## src/rtl/pipe_adder_pkg.sv

```systemverilog
// pipe_adder_pkg
//   Shared definitions for the pipelined adder/subtractor.
//   - OP_* : operation encodings carried on the 2-bit op field
//   - chunk_width() : bits per carry-chain chunk, ceil(width/stages)
//   - chunk_lsb()   : lowest bit index covered by chunk k
package pipe_adder_pkg;

  localparam logic [1:0] OP_ADD  = 2'b00;  // a + b
  localparam logic [1:0] OP_SUB  = 2'b01;  // a + ~b + 1
  localparam logic [1:0] OP_ADDC = 2'b10;  // a + b + ci
  localparam logic [1:0] OP_SUBB = 2'b11;  // a + ~b + ci

  function automatic int chunk_width(input int width, input int stages);
    return (width + stages - 1) / stages;
  endfunction

  function automatic int chunk_lsb(input int k, input int width, input int stages);
    return k * chunk_width(width, stages);
  endfunction

endpackage

```

## src/rtl/pipe_adder_if.sv

```systemverilog
// pipe_adder_if
//   Operand and result channels of pipe_adder.
//   Handshake: a beat transfers on the rising edge where valid && ready are
//   both high. The source holds its payload stable while valid is high and
//   ready is low; ready may depend combinationally on the sink's state.
//   - in_valid/in_ready, a, b, ci, op : operand channel (master -> slave)
//   - out_valid/out_ready, s, co, ovf : result channel  (slave -> master)
interface pipe_adder_if #(
  parameter int WIDTH = 22
);
  logic             in_valid;
  logic             in_ready;
  logic [WIDTH-1:0] a;
  logic [WIDTH-1:0] b;
  logic             ci;
  logic [1:0]       op;
  logic             out_valid;
  logic             out_ready;
  logic [WIDTH-1:0] s;
  logic             co;
  logic             ovf;

  modport master (
    output in_valid, a, b, ci, op, out_ready,
    input  in_ready, out_valid, s, co, ovf
  );

  modport slave (
    input  in_valid, a, b, ci, op, out_ready,
    output in_ready, out_valid, s, co, ovf
  );
endinterface

```

## src/rtl/pipe_adder_stage.sv

```systemverilog
// pipe_adder_stage
//   One carry-chain chunk of the pipelined adder. Adds chunk K of the
//   operands using the carry from the previous stage, then registers the
//   partial sum, chunk carry, valid bit and the forwarded operands.
//   - clk, rst         : clock, async active-high reset
//   - en               : global pipeline advance (shared by all stages)
//   - vin/vout         : stage valid bit in/out
//   - ain/bin          : operand a and preconditioned b' (skew path)
//   - sin/sout         : partial sum; lower slices already computed (deskew)
//   - cin/cout         : carry into this chunk / carry out of this chunk
//   - ovfin/ovfout     : overflow flag, produced by the MSB chunk stage
module pipe_adder_stage
  import pipe_adder_pkg::*;
#(
  parameter int WIDTH  = 22,
  parameter int STAGES = 2,
  parameter int K      = 0
) (
  input  logic             clk,
  input  logic             rst,
  input  logic             en,
  input  logic             vin,
  input  logic [WIDTH-1:0] ain,
  input  logic [WIDTH-1:0] bin,
  input  logic [WIDTH-1:0] sin,
  input  logic             cin,
  input  logic             ovfin,
  output logic             vout,
  output logic [WIDTH-1:0] aout,
  output logic [WIDTH-1:0] bout,
  output logic [WIDTH-1:0] sout,
  output logic             cout,
  output logic             ovfout
);

  localparam int CW   = chunk_width(WIDTH, STAGES);
  localparam int LSB  = chunk_lsb(K, WIDTH, STAGES);
  localparam int TOP  = (LSB + CW > WIDTH) ? WIDTH : (LSB + CW);
  localparam int HI   = TOP - 1;
  localparam int CHW  = TOP - LSB;
  localparam bit LAST = (K == STAGES - 1);

  logic [CHW:0]     sum;
  logic [WIDTH-1:0] s_next;
  logic             ovf_next;

  assign sum = {1'b0, ain[HI:LSB]} + {1'b0, bin[HI:LSB]} + {{CHW{1'b0}}, cin};

  always_comb begin
    s_next         = sin;
    s_next[HI:LSB] = sum[CHW-1:0];
  end

  // Carry into the MSB is recovered from the MSB sum bit and its operands;
  // only the stage owning the MSB produces the flag, others pass it along.
  assign ovf_next = LAST ? (ain[HI] ^ bin[HI] ^ sum[CHW-1] ^ sum[CHW]) : ovfin;

  // Full-width a/b are carried so every stage has the same shape; only the
  // bits above this chunk are still needed downstream.
  always_ff @(posedge clk or posedge rst) begin
    if (rst) begin
      vout   <= 1'b0;
      aout   <= '0;
      bout   <= '0;
      sout   <= '0;
      cout   <= 1'b0;
      ovfout <= 1'b0;
    end else if (en) begin
      vout   <= vin;
      aout   <= ain;
      bout   <= bin;
      sout   <= s_next;
      cout   <= sum[CHW];
      ovfout <= ovf_next;
    end
  end

endmodule

```

## src/rtl/pipe_adder.sv

```systemverilog
// pipe_adder
//   Pipelined WIDTH-bit adder/subtractor split into STAGES carry-chain
//   chunks. Holds operand preconditioning, the global-enable handshake and
//   the output connections; the chunk adders live in pipe_adder_stage.
//   - clk : rising-edge clock
//   - rst : asynchronous active-high reset
//   - bus : pipe_adder_if slave (operand channel in, result channel out)
module pipe_adder
  import pipe_adder_pkg::*;
#(
  parameter int WIDTH  = 22,
  parameter int STAGES = 2
) (
  input  logic         clk,
  input  logic         rst,
  pipe_adder_if.slave  bus
);

  localparam int CW = chunk_width(WIDTH, STAGES);

  if (WIDTH < 2 || STAGES < 1 || STAGES > WIDTH) begin : g_bad_params
    $error("pipe_adder: need WIDTH >= 2 and 1 <= STAGES <= WIDTH");
  end
  // The last chunk would be empty when the first STAGES-1 chunks already
  // cover every bit.
  if ((STAGES - 1) * CW >= WIDTH) begin : g_bad_chunks
    $error("pipe_adder: WIDTH/STAGES leaves a zero-width chunk");
  end

  logic             advance;
  logic [WIDTH-1:0] b_pre;
  logic             c0;

  // Whole pipeline moves together; it only freezes when a result is
  // waiting and downstream refuses it.
  assign advance      = !bus.out_valid || bus.out_ready;
  assign bus.in_ready = advance;

  assign b_pre = bus.op[0] ? ~bus.b : bus.b;

  always_comb begin
    c0 = bus.ci;
    case (bus.op)
      OP_ADD:  c0 = 1'b0;
      OP_SUB:  c0 = 1'b1;
      default: c0 = bus.ci;
    endcase
  end

  logic [STAGES:0]  v_p;
  logic [STAGES:0]  c_p;
  logic [STAGES:0]  o_p;
  logic [WIDTH-1:0] a_p [STAGES+1];
  logic [WIDTH-1:0] b_p [STAGES+1];
  logic [WIDTH-1:0] s_p [STAGES+1];

  assign v_p[0] = bus.in_valid;
  assign c_p[0] = c0;
  assign o_p[0] = 1'b0;
  assign a_p[0] = bus.a;
  assign b_p[0] = b_pre;
  assign s_p[0] = '0;

  for (genvar k = 0; k < STAGES; k++) begin : g_stage
    pipe_adder_stage #(
      .WIDTH  (WIDTH),
      .STAGES (STAGES),
      .K      (k)
    ) u_stage (
      .clk    (clk),
      .rst    (rst),
      .en     (advance),
      .vin    (v_p[k]),
      .ain    (a_p[k]),
      .bin    (b_p[k]),
      .sin    (s_p[k]),
      .cin    (c_p[k]),
      .ovfin  (o_p[k]),
      .vout   (v_p[k+1]),
      .aout   (a_p[k+1]),
      .bout   (b_p[k+1]),
      .sout   (s_p[k+1]),
      .cout   (c_p[k+1]),
      .ovfout (o_p[k+1])
    );
  end

  assign bus.out_valid = v_p[STAGES];
  assign bus.s         = s_p[STAGES];
  assign bus.co        = c_p[STAGES];
  assign bus.ovf       = o_p[STAGES];

endmodule

```

## src/flat_wrapper.sv

```systemverilog
// flat-port wrapper written by rule: the top's interface ports become plain ports
module pipe_adder_flat import pipe_adder_pkg::*;
#(
  parameter int WIDTH  = 22,
  parameter int STAGES = 2
)
  (clk, rst, bus_in_valid, bus_a, bus_b, bus_ci, bus_op, bus_out_ready, bus_in_ready, bus_out_valid, bus_s, bus_co, bus_ovf);
  pipe_adder_if #(.WIDTH(WIDTH)) bus_i ();
  input  logic clk;
  input  logic rst;
  input wire logic [$bits(bus_i.in_valid)-1:0] bus_in_valid;
  input wire logic [$bits(bus_i.a)-1:0] bus_a;
  input wire logic [$bits(bus_i.b)-1:0] bus_b;
  input wire logic [$bits(bus_i.ci)-1:0] bus_ci;
  input wire logic [$bits(bus_i.op)-1:0] bus_op;
  input wire logic [$bits(bus_i.out_ready)-1:0] bus_out_ready;
  output wire logic [$bits(bus_i.in_ready)-1:0] bus_in_ready;
  output wire logic [$bits(bus_i.out_valid)-1:0] bus_out_valid;
  output wire logic [$bits(bus_i.s)-1:0] bus_s;
  output wire logic [$bits(bus_i.co)-1:0] bus_co;
  output wire logic [$bits(bus_i.ovf)-1:0] bus_ovf;
  assign bus_i.in_valid = bus_in_valid;
  assign bus_i.a = bus_a;
  assign bus_i.b = bus_b;
  assign bus_i.ci = bus_ci;
  assign bus_i.op = bus_op;
  assign bus_i.out_ready = bus_out_ready;
  assign bus_in_ready = bus_i.in_ready;
  assign bus_out_valid = bus_i.out_valid;
  assign bus_s = bus_i.s;
  assign bus_co = bus_i.co;
  assign bus_ovf = bus_i.ovf;
  pipe_adder #(.WIDTH(WIDTH), .STAGES(STAGES)) u_core (.clk(clk), .rst(rst), .bus(bus_i));
endmodule
```

## config.mk

```make
export PLATFORM = sky130hd
export DESIGN_NAME = pipe_adder_flat
export DESIGN_NICKNAME = d
export VERILOG_FILES = /design/src/rtl/pipe_adder_pkg.sv /design/src/rtl/pipe_adder_if.sv /design/src/rtl/pipe_adder_stage.sv /design/src/rtl/pipe_adder.sv /design/src/flat_wrapper.sv
export SDC_FILE = /design/constraint.sdc
export NUM_CORES = 1
export LEC_CHECK = 0
export BUFFER_PORTS_ARGS = -buffer_cell sky130_fd_sc_hd__buf_2
export CAP_MARGIN = 20
export CORE_MARGIN = 2
export CORE_UTILIZATION = 45
export CTS_CLUSTER_DIAMETER = 150
export DETAILED_ROUTE_END_ITERATION = 12
export GPL_TIMING_DRIVEN = 1
export PLACE_DENSITY = 0.73
export SLEW_MARGIN = 20
export SYNTH_ARGS = -nofsm -noshare
export SYNTH_HDL_FRONTEND = slang
export SYNTH_SLANG_ARGS = --single-unit
```

## constraint.sdc

```tcl
create_clock -name clk -period 2.6 [get_ports clk]
set_clock_uncertainty 0.05 [all_clocks]
set_input_delay 0.39 -clock clk [delete_from_list [all_inputs] [get_ports clk]]
set_output_delay 0.39 -clock clk [all_outputs]
set_load 0.03 [all_outputs]
```

; ---- Yosys cells after proc, flatten, opt, wreduce, memory -nomap -nowiden
; Index checks and enable logic that the tools add are counted.
[word_totals]
reg_bits = 82
out_inout_bits = 26
[op_classes]
add_sub_neg = 4
n_eq_ne = 1
mux = 2
bitwise = 4
n_reduce_logical = 3
[ops]
columns = op, count
row1 = $add 11x11->12, 2
row2 = $add 12x1->12, 2
row3 = $mux 22, 1
row4 = $not 22->22, 1
row5 = $xor 1x1->1, 3
row6 = $eq 2x1->1 const B, 1
row7 = $logic_not 2->1, 1
row8 = $pmux 1 s2, 1
row9 = $logic_not 1->1, 1
row10 = $logic_or 1x1->1, 1

; ---- Longest topological paths before layout
[logic_depth]
word_depth = 4
ltp_mapped = 11

; ---- Modules after synthesis
; Synthesis repeated with hierarchy kept, for this count alone.
[unflattened]
cells_unflattened = 472
hier_area_um2 = 6416.2
[modules_own_cells]
columns = module, instances, cells_each, area_each_um2, seq_area_each_um2
row1 = pipe_adder_stage at u_core.g_stage[0].u_stage, 1, 222, 3101.7, 1726.7
row2 = pipe_adder_stage at u_core.g_stage[1].u_stage, 1, 222, 3049.2, 1726.7
row3 = pipe_adder, 1, 28, 265.3, 0.0

; ---- Least setup slack after synthesis
; Ideal clock, no wire load.
[synth_path]
path_type = input -> register
startpoint = input bus_op[0]
endpoint = register u_core.g_stage[0].u_stage.sout[10]
setup_ns = 0.133
t_arrival_ns = 2.768
required_ns = 2.417
path_slack_ns = -0.351
path_stages = 11
path_cell_list = clkbuf_1 > buf_2 > mux2_2 > fa_1 > fa_1 > a21o_1 > a21oi_1 > o21ai_0 > a31oi_1 > xor2_1 > o21ai_0
[synth_via]
elab_chain_cells = 3
word_cells_on_any_way = 6
[synth_rtl]
columns = item, line_no
row1 = start: declaration, flat_wrapper.sv:15  ; input wire logic [$bits(bus_i.op)-1:0] bus_op;
row2 = $mux 22 (tied with other cells), pipe_adder.sv:39  ; assign b_pre = bus.op[0] ? ~bus.b : bus.b;
row3 = $add 11x11->12 / $pmux 1 s2 (equally long branches), "pipe_adder_stage.sv:47, pipe_adder.sv:43"
row4 = $add 12x1->12 *, pipe_adder_stage.sv:47  ; assign sum = {1'b0, ain[HI:LSB]} + {1'b0, bin[HI:LSB]} + {{CHW{1'b0}}, cin};
row5 = end signal: assignment, pipe_adder_stage.sv:72  ; sout <= s_next;
row6 = end: declaration, pipe_adder_stage.sv:31  ; output logic [WIDTH-1:0] sout,
; Every way passes the cells marked *; elsewhere a longest branch is shown, timed or not.
; A chain may end at the register's enable or synchronous reset.

; ---- Final worst setup path
[layout_path]
startpoint = register u_core.g_stage[0].u_stage.cout
endpoint = register u_core.g_stage[1].u_stage.ovfout
[layout_via]
elab_chain_cells = 3
[layout_rtl]
columns = item, line_no
row1 = start: declaration, pipe_adder_stage.sv:32  ; output logic cout,
row2 = start signal: assignment, pipe_adder_stage.sv:73  ; cout <= sum[CHW];
row3 = $add 12x1->12 *, pipe_adder_stage.sv:47
row4 = $xor 1x1->1, pipe_adder_stage.sv:56  ; assign ovf_next = LAST ? (ain[HI] ^ bin[HI] ^ sum[CHW-1] ^ sum[CHW]) : ovfin;
row5 = $xor 1x1->1 *, pipe_adder_stage.sv:56
row6 = end signal: assignment, pipe_adder_stage.sv:74  ; ovfout <= ovf_next;
row7 = end: declaration, pipe_adder_stage.sv:33  ; output logic ovfout
; Marks and branches as above.

==> summary.txt <==
Outcome
  – Status: finished, final reports clean

Final layout
  – Area Growth Syn to Fin: 23.1%
  – Nets: 515
  – Non-filler cells, final: 544
  – FILL cells: 670
  – FF/Latch Area: 1500 µm²
  – Share of layout cells above drive strength 1: 26.3%
  – Antenna diode count: 0
  – Final Instance Area: 4090 µm²
  – Footprint of the multi-input gates: 1740 µm²

Logic synthesis
  – Post-synthesis cell count: 357
  – Post-Syn Area: 3330 µm²
  – Net Count, Synth: 432
  – Post-synthesis async set-or-reset flop share: 100%
  – Most frequent cells after synthesis: 104 x nand2_1, 60 x dfrtp_1, 24 x o21ai_0
  – Flops & latches, synth: 60
  – Top FF cell, synth: dfrtp_1
  – Synth top area share: 45.1%
  – Cell taking the most area after synthesis: dfrtp_1
  – Warnings from Yosys: 0
  – Largest cells by area after synthesis: dfrtp_1 45%, nand2_1 12%, ha_1 7.5%
  – Most numerous cell in the Yosys netlist: nand2_1
  – Post-synthesis sequential area ratio: 45.1%
  – Unique masters post-synth: 45
  – Syn Area/Cell: 9.32 µm²
  – EDFF count, synth: 0

Critical path
  – Crit path capture type: flop
  – Max stage delay on crit path: 430 ps
  – CP cell instances: inv_1 > fa_1 > inv_1 > fa_1 > a211o_1 > o211ai_1 > a21oi_1 > a31o_2 > xor2_1 > a21oi_1
  – Critical Path AT: 2660 ps
  – CP max FO: 3
  – Required @ worst endpoint: 2810 ps
  – RR Startpoint: u_core.g_stage[0].u_stage.cout
  – FF-to-FF End: u_core.g_stage[1].u_stage.ovfout
  – CP startpoint: u_core.g_stage[0].u_stage.cout
  – Setup CP Type: reg2reg
  – FF-to-FF setup slack: 150 ps
  – Cells on worst reg2reg path: 10
  – CP max-delay cell: fa_1
  – Worst Setup Start Kind: flop
  – Worst setup path end: u_core.g_stage[1].u_stage.ovfout

Global routing
  – First-pass GRT wire length: 12700 µm
  – GRT Resource Usage Total: 19.5%
  – Initial antenna violation count: 0
  – Largest net degree at the start of global routing: 43
  – Vias in the first global route: 2766
  – GRT overflow: 0

Clock tree
  – Num Clock Sinks: 60
  – Hold_buf cts: 0
  – Number of setup buffers added after CTS: 0
  – Total CTS buffers: 9
  – CTS H-tree lvls: 3
  – Post-CTS sizing: 0
  – Clk root buf: clkbuf_8
  – CTS tree: done
  – Clock slew at reported path FFs: 70 ps
  – Clock latency at the later pin of the worst-skew pair: 340 ps
  – CTS Buffer Depth: 2

Floorplan
  – I/O pins: 77
  – Die width: 90.0 µm
  – DIE AREA: 8090 µm²
  – # rows: 31
  – Die Span Y: 90.0 µm
  – Initial Utilization: 46.1%
  – Core area: 7210 µm²

STA
  – Final Max Slew Viols: 0
  – Setup TNS: 0 ps
  – RSZ-0062 raised after global routing: false
  – Slew headroom: 60.9%
  – Final Hold Viols: 0
  – Maximum clock frequency: 0.409 GHz
  – Worst-margin pin slew: 585 ps
  – Tmin final: 2450 ps
  – Count of final setup violators: 0
  – Final period util: 94.1%

Route
  – Total wire length: 7190 µm
  – Antenna Nets Post-Route: 0
  – Routed via count: 2720
  – Starting DRT DRC Count: 122
  – Drt first pass iters: 4
  – DRC: 0
  – WL/cell: 13.2 µm
  – Vias/cell: 5.00

Place
  – Port-buffer cells: 76
  – DP HPWL: 5290 µm
  – DP Area: 3870 µm²
  – Inst Count DP: 528
  – GPL Wtd Cong: 0.851

Pwr
  – PD cells: 895 nW/µm²
  – Leakage: 2.07 nW
  – Worst vdd ir: 0.321 mV

Flow run
  – Max Cap Viol: 0

Min path
  – Hold Crit Class: in2async
-- final cells by class --
type	instances	share of cell area, %
clock buffer	13	4.37
clock inverter	3	1.04
inverter	11	1.01
multi-input combinational	270	42.4
sequential	60	36.7
tap	99	3.03
timing repair buffer	88	11.5
-- cells in the final DEF (no fill, tap or decap), types with 2 or more instances in the layout --
| master | count |
|---|---|
| nand2_1 | 104 |
| buf_2 | 76 |
| dfrtp_1 | 60 |
| o21ai_0 | 23 |
| xor2_1 | 20 |
| ha_1 | 20 |
| xnor2_1 | 17 |
| a21oi_1 | 15 |
| clkbuf_8 | 13 |
| buf_4 | 12 |
| nor2_1 | 11 |
| inv_1 | 9 |
| a21o_1 | 8 |
| o21a_1 | 5 |
| nor3_1 | 4 |
| a21oi_2 | 3 |
| a21boi_0 | 3 |
| nand2b_1 | 3 |
| a31oi_1 | 2 |
| o21ai_1 | 2 |
| a211o_1 | 2 |
| fa_1 | 2 |
| fa_2 | 2 |
-- registers in the layout (all words and copies together), names as in the netlist --
signal                         cells
u_core.g_stage.u_stage.vout        2
u_core.g_stage.u_stage.cout        2
u_core.g_stage.u_stage.ovfout      1
u_core.g_stage.u_stage.bout       11
u_core.g_stage.u_stage.aout       11
u_core.g_stage.u_stage.sout       33
-- power breakdown --
part	total, mW	switching [mW]	internal, mW
registers	1.35	0.147	1.20
clock network	0.909	0.364	0.546
logic	1.41	0.882	0.527
-- worst max-delay path: cells and delay by family, from the launching register on --
family          cells  cell delay [ps]
flops               1              360
buf+inv             2              150
compound gates      5             1000
xor+xnor            1              160
fa+ha+maj           2              630
-- kinds of logic after synthesis --
kind of cell	count (synthesis)	share of synthesized area [%]
mux	1	0.339
buf+inv	27	3.16
simple gates	131	16.0
fa+ha+maj	24	9.93
flops	60	45.1
compound gates	77	15.7
xor+xnor	37	9.74
-- through the flow --
stage	hold slack (ps)	total power, mW	utilization, %	worst slack (ps)
after global routing	108	3.92	56.7	21.1
after floorplan	380	2.37	-	-27.8
after global placement	393	2.73	53.7	37.7
after CTS	74.6	3.70	56.7	146
after detailed placement	405	2.77	53.7	-28.8
final	57.4	3.67	56.7	154
-- how the worst min path moves through the flow --
stage / end / slack [ps]
2_1_floorplan: u_core.g_stage[0].u_stage.vout / 380
6_report: u_core.g_stage[1].u_stage.sout[16] / 60
5_1_grt: u_core.g_stage[0].u_stage.bout[19] / 110
4_1_cts: u_core.g_stage[1].u_stage.sout[17] / 70
3_5_place_dp: u_core.g_stage[1].u_stage.sout[2] / 400
3_3_place_gp: u_core.g_stage[0].u_stage.vout / 390
-- layer usage --
layer	track usage [%]	up-vias	share of wire, %
met2	31.6	67	49
met1	25.3	1286	46
met5	0	-	0
met4	9.36	0	2.3
met3	3.60	12	3.6
li1	-	1355	-
No activity file was read; power rests on OpenSTA's default activity.
